### config.mk
export PLATFORM = sky130hd
export DESIGN_NAME = conv_frame_packer
export DESIGN_NICKNAME = d
export VERILOG_FILES = /design/src/rtl/conv_frame_packer.sv
export SDC_FILE = /design/constraint.sdc
export NUM_CORES = 1
export LEC_CHECK = 0
export BUFFER_PORTS_ARGS = -buffer_cell sky130_fd_sc_hd__buf_2
export CORE_AREA = 5 5 75 77
export CTS_CLUSTER_SIZE = 12
export DETAILED_ROUTE_END_ITERATION = 7
export DIE_AREA = 0 0 80 82
export GPL_ROUTABILITY_DRIVEN = 0
export PLACE_DENSITY = 0.76
export REMOVE_ABC_BUFFERS = 1
export SLEW_MARGIN = 25
export SYNTH_ARGS = -nofsm -noshare
export SYNTH_HDL_FRONTEND = slang
export SYNTH_SLANG_ARGS = --single-unit
### constraint.sdc
create_clock -name clk -period 2.6 [get_ports clk]
set_input_delay 0.13 -clock clk [delete_from_list [all_inputs] [get_ports clk]]
set_output_delay 0.13 -clock clk [all_outputs]
set_load 0.02 [all_outputs]
### src/rtl/conv_frame_packer.sv
// rtl/conv_frame_packer.sv - K=3 convolutional encoder (rate 1/2 or 1/3) packing coded symbols into 16-bit frames
// Blocks are tail-terminated with two zero bits; the final frame is zero-padded and flagged with o_last.
module conv_frame_packer (
  input  logic        clk,
  input  logic        rst,
  input  logic        en_e,
  input  logic        i_code_rate,
  input  logic        i_valid,
  input  logic        i_bit,
  input  logic        i_last,
  output logic        i_ready,
  output logic [15:0] o_frame,
  output logic        o_valid,
  input  logic        o_ready,
  output logic        o_last
);

  typedef enum logic [1:0] {IDLE, RUN, TAIL, FLUSH} state_t;

  state_t      state_q, state_d;
  logic        rate_q, rate_d;
  logic        s1_q, s1_d;
  logic        s2_q, s2_d;
  logic [15:0] shreg_q, shreg_d;
  logic [2:0]  cnt_q, cnt_d;
  logic        tail_q, tail_d;
  logic [15:0] frame_q, frame_d;
  logic        valid_q, valid_d;
  logic        last_q, last_d;

  logic        rate_eff;
  logic        b, c0, c1, c2;
  logic [2:0]  last_idx;
  logic        frame_done;
  logic        out_free;
  logic        in_phase;
  logic        sym_fire;
  logic [4:0]  shamt;
  logic [15:0] sym_bits;
  logic [15:0] packed_bits;

  // The rate is only latched on the first bit, so in IDLE the live input decides.
  assign rate_eff   = (state_q == IDLE) ? i_code_rate : rate_q;
  assign b          = (state_q == TAIL) ? 1'b0 : i_bit;
  assign c0         = b ^ s1_q ^ s2_q;
  assign c1         = b ^ s2_q;
  assign c2         = b ^ s1_q;
  assign last_idx   = rate_eff ? 3'd4 : 3'd7;
  assign frame_done = (cnt_q == last_idx);
  assign out_free   = !valid_q || o_ready;
  assign in_phase   = (state_q == IDLE) || (state_q == RUN);
  assign i_ready    = rst && en_e && in_phase && !(frame_done && !out_free);

  // Symbols are written directly at their MSB-first slot, so the shift register is always left-aligned.
  assign shamt       = rate_eff ? ({2'b00, cnt_q} + {1'b0, cnt_q, 1'b0}) : {1'b0, cnt_q, 1'b0};
  assign sym_bits    = rate_eff ? ({c0, c1, c2, 13'b0} >> shamt) : ({c0, c1, 14'b0} >> shamt);
  assign packed_bits = shreg_q | sym_bits;

  always_comb begin
    sym_fire = 1'b0;
    if (in_phase) begin
      sym_fire = i_valid && i_ready;
    end else if (state_q == TAIL) begin
      sym_fire = en_e && (!frame_done || out_free);
    end
  end

  always_comb begin
    state_d = state_q;
    rate_d  = rate_q;
    s1_d    = s1_q;
    s2_d    = s2_q;
    shreg_d = shreg_q;
    cnt_d   = cnt_q;
    tail_d  = tail_q;
    frame_d = frame_q;
    valid_d = valid_q;
    last_d  = last_q;

    if (en_e && valid_q && o_ready) begin
      valid_d = 1'b0;
    end

    if (sym_fire) begin
      s2_d = s1_q;
      s1_d = b;
      if (frame_done) begin
        shreg_d = 16'h0000;
        cnt_d   = 3'd0;
        frame_d = packed_bits;
        valid_d = 1'b1;
        last_d  = (state_q == TAIL) && tail_q;
      end else begin
        shreg_d = packed_bits;
        cnt_d   = cnt_q + 3'd1;
      end
    end

    case (state_q)
      IDLE: begin
        if (sym_fire) begin
          rate_d  = i_code_rate;
          tail_d  = 1'b0;
          state_d = i_last ? TAIL : RUN;
        end
      end
      RUN: begin
        if (sym_fire && i_last) begin
          tail_d  = 1'b0;
          state_d = TAIL;
        end
      end
      TAIL: begin
        if (sym_fire) begin
          if (tail_q) begin
            s1_d    = 1'b0;
            s2_d    = 1'b0;
            state_d = frame_done ? IDLE : FLUSH;
          end else begin
            tail_d = 1'b1;
          end
        end
      end
      FLUSH: begin
        if (en_e && out_free) begin
          frame_d = shreg_q;
          valid_d = 1'b1;
          last_d  = 1'b1;
          shreg_d = 16'h0000;
          cnt_d   = 3'd0;
          state_d = IDLE;
        end
      end
      default: state_d = IDLE;
    endcase
  end

  always_ff @(posedge clk or negedge rst) begin
    if (!rst) begin
      state_q <= IDLE;
      rate_q  <= 1'b0;
      s1_q    <= 1'b0;
      s2_q    <= 1'b0;
      shreg_q <= 16'h0000;
      cnt_q   <= 3'd0;
      tail_q  <= 1'b0;
      frame_q <= 16'h0000;
      valid_q <= 1'b0;
      last_q  <= 1'b0;
    end else begin
      state_q <= state_d;
      rate_q  <= rate_d;
      s1_q    <= s1_d;
      s2_q    <= s2_d;
      shreg_q <= shreg_d;
      cnt_q   <= cnt_d;
      tail_q  <= tail_d;
      frame_q <= frame_d;
      valid_q <= valid_d;
      last_q  <= last_d;
    end
  end

  assign o_frame = frame_q;
  assign o_valid = valid_q;
  assign o_last  = last_q;

endmodule
* After elaboration in Yosys (flattened, before gate mapping)
Cells that the tools add are included.
** Cells by class
- $add $sub $neg :: 2
- Eq/ne operators :: 9
- Shifts and indexed selects :: 2
- Mux-type cells :: 48
- Bitwise operators :: 4
- Reduce and logical (&&, ||, !) cells :: 23
** Operators with widths (count)
- $mux W16 :: 9
- $shr A16 B5 Y16 :: 2
- $mux W1 :: 24
- $mux W2 :: 8
- $or A16 B16 Y16 :: 1
- $mux W3 :: 4
- $logic_and A1 B1 Y1 :: 11
- $ne A2 B2 Y1 const B :: 4
- $pmux W2 S4 :: 1
- $add A3 B4 Y5 :: 1
- $mux W5 :: 1
- $reduce_and A5 Y1 :: 1
- $eq A2 B2 Y1 const B :: 2
- $logic_not A1 Y1 :: 4
- $reduce_and A4 Y1 :: 1
- $add A3 B1 Y3 const B :: 1
- $eq A3 B3 Y1 :: 1
- $logic_or A1 B1 Y1 :: 3
- $pmux W1 S3 :: 1
- $reduce_bool A3 Y1 :: 1
- $xor A1 B1 Y1 :: 3
- $eq A2 B1 Y1 const B :: 1
- $logic_not A2 Y1 :: 1
- $ne A2 B1 Y1 const B :: 1
- $reduce_and A2 Y1 :: 1
** Storage, ports and cells
- Flip-flop bits (word level) :: 43
- Output and inout port bits :: 19
- Word-level logic and storage cells :: 98

* Logic depth before layout (Yosys ltp)
Gate-level depths: netlist of run 1.
- Word-level depth :: 13
- Gate-level depth with buffers :: 13
- Depth with buffers taken out :: 10

* Worst setup path after synthesis of run 1
OpenSTA, ideal clock, no wires.
- Path type :: register -> register
- From :: reg state_q[1]
- To :: reg frame_q[0], in the netlist o_frame[0]
- Setup time :: 140 ps
- Arrival time :: 2422 ps
- Data required time :: 2460 ps
- Setup slack :: 39 ps
- Cell stages (with the launch flop) :: 14
- Period minus slack after synthesis :: 2561 ps
- Cells stage by stage :: dfrtp_1 buf_2 o21a_1 nor2_2 inv_1 ha_1 nand2_1 a2111oi_2 o21ai_1 and2_1 buf_2 buf_6 mux2i_1 o41ai_1
** On the way
- Cells in the longest elaborated chain, start to end :: 12
- Elaborated cells between the ends (all ways) :: 31
- Classes of those cells :: 4 x eq/ne; 2 x shift; 11 x mux; 4 x bitwise; 10 x reduce/logical
** Ends and longest elaborated chain
- start, declared :: line 20 : state_t state_q, state_d;
- start signal, assigned :: line 151 : state_q <= state_d;
- branches (longest 11 deep; another with $shr A16 B5 Y16)
- $mux W16 * :: line 99 : case (state_q)
- via frame_d[0] :: line 27 : logic [15:0] frame_q, frame_d;
- end signal, assigned :: line 158 : frame_q <= frame_d;
- end, declared :: line 27
Mark *: on every way through the listed nets, which the timed path passes.
A chain may end at the register's enable or synchronous reset.

* Final worst setup path of run 1
- From :: reg state_q[1]
- To :: reg frame_q[4], in the netlist o_frame[4]
The elaborated chain is that of the path after synthesis.

==> results of run 1 <==
## sequential cells by signal (all words and copies together) (netlist names)
| register | cells |
|---|---|
| state_q | 2 |
| s2_q | 1 |
| tail_q | 1 |
| s1_q | 1 |
| cnt_q | 3 |
| rate_q | 1 |
| shreg_q | 16 |
| o_last | 1 |
| o_frame | 16 |
| o_valid | 1 |
## per-stage QoR
| stage | setup slack [ns] | utilization, % | power [mW] |
|---|---|---|---|
| final | 0.123 | 60.3 | 3.91 |
| after global routing | 0.00596 | 60.3 | 4.16 |
| after CTS | 0.00952 | 58.7 | 3.71 |
| after detailed placement | -0.0140 | 56.2 | 3.23 |
| after global placement | 0.0402 | 56.2 | 3.16 |
| after floorplan | -0.425 | - | 2.53 |
## kinds of logic (layout without fill, tap and decap cells)
group,Yosys count,after routing,share of synthesized area (%)
AO/OA/AOI/OAI,92,92,26.0
AND/OR/NAND/NOR,86,86,18.1
flip-flops,43,43,43.0
buffers and inverters,21,62,4.00
multiplexers,8,8,3.25
adder cells (fa/ha/maj),6,6,3.30
XOR/XNOR,5,5,2.30
## per-layer routing
layer	global-route usage, %	up-vias	share of wire, %
met3	2.96	16	4.8
met1	26.9	1110	43
met2	36.3	85	49
li1	-	1049	-
met4	9.12	0	2.9
met5	0	-	0
## Yosys cell counts (6+ instances only)
cell type  count
a21oi_1       16
a31oi_1       10
clkbuf_1       7
dfrtp_1       43
inv_1          7
mux2i_1        7
nand2_1       20
nand3_1        6
nor2_1        22
nor3_1         6
o21ai_0       15
## worst min path at each step
stage | endpoint | start | slack [ns]
final | o_valid | o_ready | 0.09
after global routing | rate_q | i_code_rate | 0.11
after CTS | o_valid | o_ready | 0.09
after detailed placement | o_frame[11] | rst | 0.28
after global placement | o_frame[10] | rst | 0.27
after floorplan | cnt_q[0] | rst | -0.17
## worst max-delay path, stage by stage, from the launching register on
cell,delay (ns)
dfrtp_1,0.44
buf_4,0.19
o21ai_1,0.39
a21boi_0,0.24
or2_4,0.34
o21ai_2,0.19
a22oi_2,0.12
o41ai_1,0.44
## layout make-up
| cell class | count | share of cell area, % |
|---|---|---|
| clock inverters | 3 | 0.797 |
| well taps | 70 | 2.94 |
| multi-input cells | 197 | 47.1 |
| flip-flops and latches | 43 | 36.1 |
| clock buffers | 5 | 2.31 |
| inverters | 7 | 0.881 |
| repair buffers | 47 | 9.82 |
## power breakdown
part / internal, mW / total (mW) / switching, mW
Clock: 0.192 / 0.445 / 0.252
Combinational: 0.920 / 2.31 / 1.39
Sequential: 0.930 / 1.15 / 0.223
## what timing repair did
item | 4_1_cts | 5_1_grt
pin swaps | 0 | 3
setup endpoints to repair | 4 | 40
endpoints found under the hold margin | 43 | 0
setup buffers | 0 | 2
hold buffers | 1 | 0
gates resized for setup | 4 | 18
==> summary.md, run 1 <==
| Metric | Value |
|---|---|
| R2r startpoint | state_q[1] |
| Initial antenna violation count | 0 |
| Leak Pwr | roughly 1.3 nW |
| Avg Inst Size Synth | roughly 9.6 um^2 |
| Area of the multi-input gates | about 0.0014 mm^2 |
| DPL Wire Length | 4780 um |
| WL final | 6600 um |
| First-pass GRT wire length | 10700 um |
| Setup TNS Final | 0 ns |
| Routed Antenna Nets | 0 |
| Post-synthesis cell count | 261 |
| Hold WS | roughly 0.093 ns |
| Die area | around 0.0066 mm^2 |
| Crit Path Category | register to register |
| Diode count | 0 |
| Fin nets | approximately 320 |
| Worst-skew pair later-pin latency | about 0.30 ns |
| Actual slew at the worst max-slew pin | between 0.5 and 0.6 ns |
| Remaining Overflow, GRT | 0 |
| Post-synth cell types | 60 |
| Worst slew margin | between 60% and 70% |
| Port bufs | 26 |
| Leading area contributor after synthesis | dfrtp_1 |
| CTS Buf Count | 5 |
| Power per cell area | around 1300 mW/mm^2 |
| Maximum number of pins on one net before global-route repair | 45 |
| Worst setup path start | state_q[1] |
| Final period util | roughly 95% |
| Area grow syn2layout | 19.3% |
| Ys Warns | 0 |
| Status | finished, final reports clean |
| Final instance area | just under 0.003 mm^2 |
| Rows | 26 |
| Final hold vios | 0 |
| Max Root-Sink Buffers | 2 |
| Critical path data required time | roughly 2.8 ns |
| Final Skew | 0.00629 ns |
| CTS clk-pin slew, worst paths | approximately 0.09 ns |
| Die Y-Extent | 82 um |
| R2R cell count | 7 |
| Syn Std Cell Area | 0.00250 mm^2 |
| Routed WL per cell | roughly 18 um |
| Main area contributors after synthesis | dfrtp_1, nor2_1, a21oi_1, nand2_1, o21ai_0 |
| Most frequent cells in the layout | dfrtp_1, buf_2, nor2_1, buf_4, nand2_1 |
| Clock root buffer | clkbuf_8 |
| Final Max Slew Viols | 0 |
| Overall routing resource usage | between 20% and 30% |
| CTS HTree Levels | 2 |
| Drt via density | around 6.1 |
| Placeable Area | 0.00494 mm^2 |
| FILL cells | approximately 440 |
| Number of max-cap violations | 0 |
| Crit Reg-Reg Endpoint | o_frame[4] |
| Number of flops mapped to enable cells by yosys | 0 |
| Yosys top cell area share | a little over two fifths |
| Vias in the first global route | about 2.2k |
| Die width | 80 um |
| Commonest non-fill, non-tap cell in the layout | dfrtp_1 |
| Final setup vio count | 0 |
| RSZ-0062 raised after global routing | false |
| Critical Path End | o_frame[4] |
| #FFs+latches synth | 43 |
| CP Capture Type | register |
| VDD IR-drop max | around 0.00040 V |
| Layout cells sized above 1 | 27.2% |
| Iteration count of the initial detailed-routing pass | 5 |
| CTS tree | yes |
| Hold Path Class | input pin to register |
| Layout Cells excl Fill | around 370 |
| # DRC | 0 |
| Clock sink count | 43 |
| Arr. time, crit path | approximately 2.6 ns |
| Sequential standard cell area | 0.00108 mm^2 |
| Vias | 2260 |
| Reg2reg setup slack | ~0.12 ns |
| Asr flop ratio synth | 100% |
| Max Clk Rate | around 400 MHz |
| CP Launch Type | register |
| DP Area | ~0.0028 mm^2 |
| Register area share after synthesis | 43.0% |
| # IOs | 27 |
| Inst Count DP | around 360 |
| Crit-path max FO | 12 |
| Worst Hold Depth | 4 |
| Initial Util | approximately half |
| Number of DRC markers in iteration 0 | roughly 190 |
| Minimum clock period | 2.48 ns |
| Ys flop type | dfrtp_1 |
No activity file was read; power rests on OpenSTA's default activity.
==> run 2, diff against run 1 <==
==> constraint.sdc (replaced) <==
create_clock -name clk -period 2.6 [get_ports clk]
set_input_delay 0.26 -clock clk [delete_from_list [all_inputs] [get_ports clk]]
set_output_delay 0.26 -clock clk [all_outputs]
set_load 0.02 [all_outputs]
==> summary.md, run 2 (synthesis gave the netlist of run 1 again) <==
| Metric | Value |
|---|---|
| Final core occ | 60.0% (-0.33 points) |
| Leak Pwr | 1.35 nW (+0.66%) |
| DPL Wire Length | 4780 um (unchanged) |
| Number of max-cap violations | 0 (unchanged) |
| # IOs | 27 (unchanged) |
| Final Skew | 0.00882 ns (+0.00252 ns) |
| Setup TNS Final | 0 ns (unchanged) |
| CTS HTree Levels | 2 (unchanged) |
| Max Root-Sink Buffers | 2 (unchanged) |
| Iteration count of the initial detailed-routing pass | 4 (-1) |
| Layout Cells excl Fill | 374 (+0.54%) |
| Final setup vio count | 0 (unchanged) |
| Remaining Overflow, GRT | 0 (unchanged) |
| Maximum number of pins on one net before global-route repair | 45 (unchanged) |
| Max Clk Rate | 389 MHz (-3.6%) |
| Drt via density | 5.99 (-1.4%) |
| CTS clk-pin slew, worst paths | 0.09 ns (about the same) |
| Die Y-Extent | 82 um (unchanged) |
| Commonest non-fill, non-tap cell in the layout | dfrtp_1 |
| Status | finished, final reports clean |
| Power per cell area | 1300 mW/mm^2 (-0.67%) |
| Minimum clock period | 2.57 ns (+0.0916 ns) |
| Vias in the first global route | 2222 (+0.77%) |
| Initial Util | 50.6% (unchanged) |
| Routed Antenna Nets | 0 (unchanged) |
| Critical path's most frequent cell | buf_4 |
| Worst-skew pair later-pin latency | 0.30 ns (about the same) |
| CP Capture Type | output port |
| Crit-path max FO | 12 (unchanged) |
| Die width | 80 um (unchanged) |
| Vias | 2240 (-0.88%) |
| Crit Path Category | register to output port |
| Area grow syn2layout | 18.6% |
| Worst slew margin | 60.6% (-2.9 points) |
| Arr. time, crit path | 2.31 ns (-0.33 ns) |
| Die area | 0.00656 mm^2 (unchanged) |
| VDD IR-drop max | 0.000392 V (-0.95%) |
| Final hold vios | 0 (unchanged) |
| Setup WS pre-CTS | -0.0140 ns (unchanged) |
| Initial antenna violation count | 0 (unchanged) |
| Inst Count DP | 361 (unchanged) |
| RSZ-0062 raised after global routing | true |
| Slowest-stage cell, CP | or3b_4 |
| Hold WS | 0.0678 ns (-0.0253 ns) |
| Port bufs | 26 (unchanged) |
| Placeable Area | 0.00494 mm^2 (unchanged) |
| Final instance area | 0.00297 mm^2 (-0.55%) |
| Clock sink count | 43 (unchanged) |
| Final period util | 98.8% (+3.5 points) |
| DP Area | 0.00278 mm^2 (unchanged) |
| Fin nets | 317 (+0.63%) |
| Actual slew at the worst max-slew pin | 0.590 ns (+0.0415 ns) |
| Total power | 3.86 mW (-1.2%) |
| Number of DRC markers in iteration 0 | 177 (-4.8%) |
| # DRC | 0 (unchanged) |
| Diode count | 0 (unchanged) |
| Rows | 26 (unchanged) |
| Clock root buffer | clkbuf_8 |
| WL final | 6580 um (-0.29%) |
| Critical path data required time | 2.34 ns (-0.43 ns) |
| Crit-path cells | buf_4 > or3b_4 > a21oi_1 > o21ai_1 > buf_4 > and4b_1 > buf_4 |
| Hold_buf cts | 0 (-1) |
| Slowest stage delay, CP | 0.44 ns (about the same) |
| Final WS setup | 0.0315 ns (-0.0916 ns) |
| CTS Buf Count | 5 (unchanged) |
| Hold Path Class | input pin to async pin |
| CTS tree | yes |
| Final Max Slew Viols | 0 (unchanged) |
| CP Launch Type | register |
| Routed WL per cell | 17.6 um (-0.82%) |
| First-pass GRT wire length | 10700 um (-0.26%) |
| Layout cells sized above 1 | 26.0% (-1.2 points) |
| Overall routing resource usage | 21.2% (-0.023 points) |
| Most frequent cells in the layout | dfrtp_1, buf_2, buf_4, nor2_1, nand2_1 |
run 2: path summary, 6_finish.rpt:
path | start | to | slack, ns | cells after the start
worst min-delay path | rst | s1_q | 0.07 | 2
worst max-delay path | state_q[1] | i_ready | 0.03 | 7
worst min register to register | shreg_q[11] | shreg_q[11] | 0.48 | 2
max in group asynchronous | rst | o_frame[7] | 2.15 | 2
min in group clk | o_ready | o_valid | 0.23 | 4
worst max register to register | state_q[0] | shreg_q[3] | 0.11 | 8
run 2: report_power, final:
part           total (mW)  switching, mW  internal [mW]
clock network       0.440          0.248          0.192
registers            1.14          0.213          0.928
logic                2.28           1.37          0.909
run 2: layer usage:
metal | track usage, % | vias up | wire length (um)
met2 | 36.3 | 64 | 3280
met3 | 3.07 | 19 | 278
met4 | 9.63 | 0 | 196
met1 | 26.6 | 1094 | 2830
li1 | - | 1063 | -
met5 | 0 | - | 0
run 2: cell type report:
| class | count | area [um^2] |
|---|---|---|
| timing repair buffer | 49 | 305 |
| clock inverter | 3 | 23.8 |
| fill | 439 | 1980 |
| clock buffer | 5 | 68.8 |
| inverter | 7 | 26.3 |
| sequential | 43 | 1080 |
| multi-input combinational | 197 | 1380 |
| tap | 70 | 87.6 |
run 2: critical path: cells and delay by family (launching register included):
family                 cells  cell delay [ns]
and+or+nand+nor            2             0.62
buffers and inverters      3             0.52
AOI/OAI and AO/OA          2             0.44
DFF                        1             0.43
run 2: what timing repair did:
| action | in CTS | in global routing |
|---|---|---|
| gates resized for setup | 3 | 12 |
| setup endpoints to repair | 4 | 35 |
| pin swaps | 1 | 2 |
| buffers inserted | 2 | 3 |
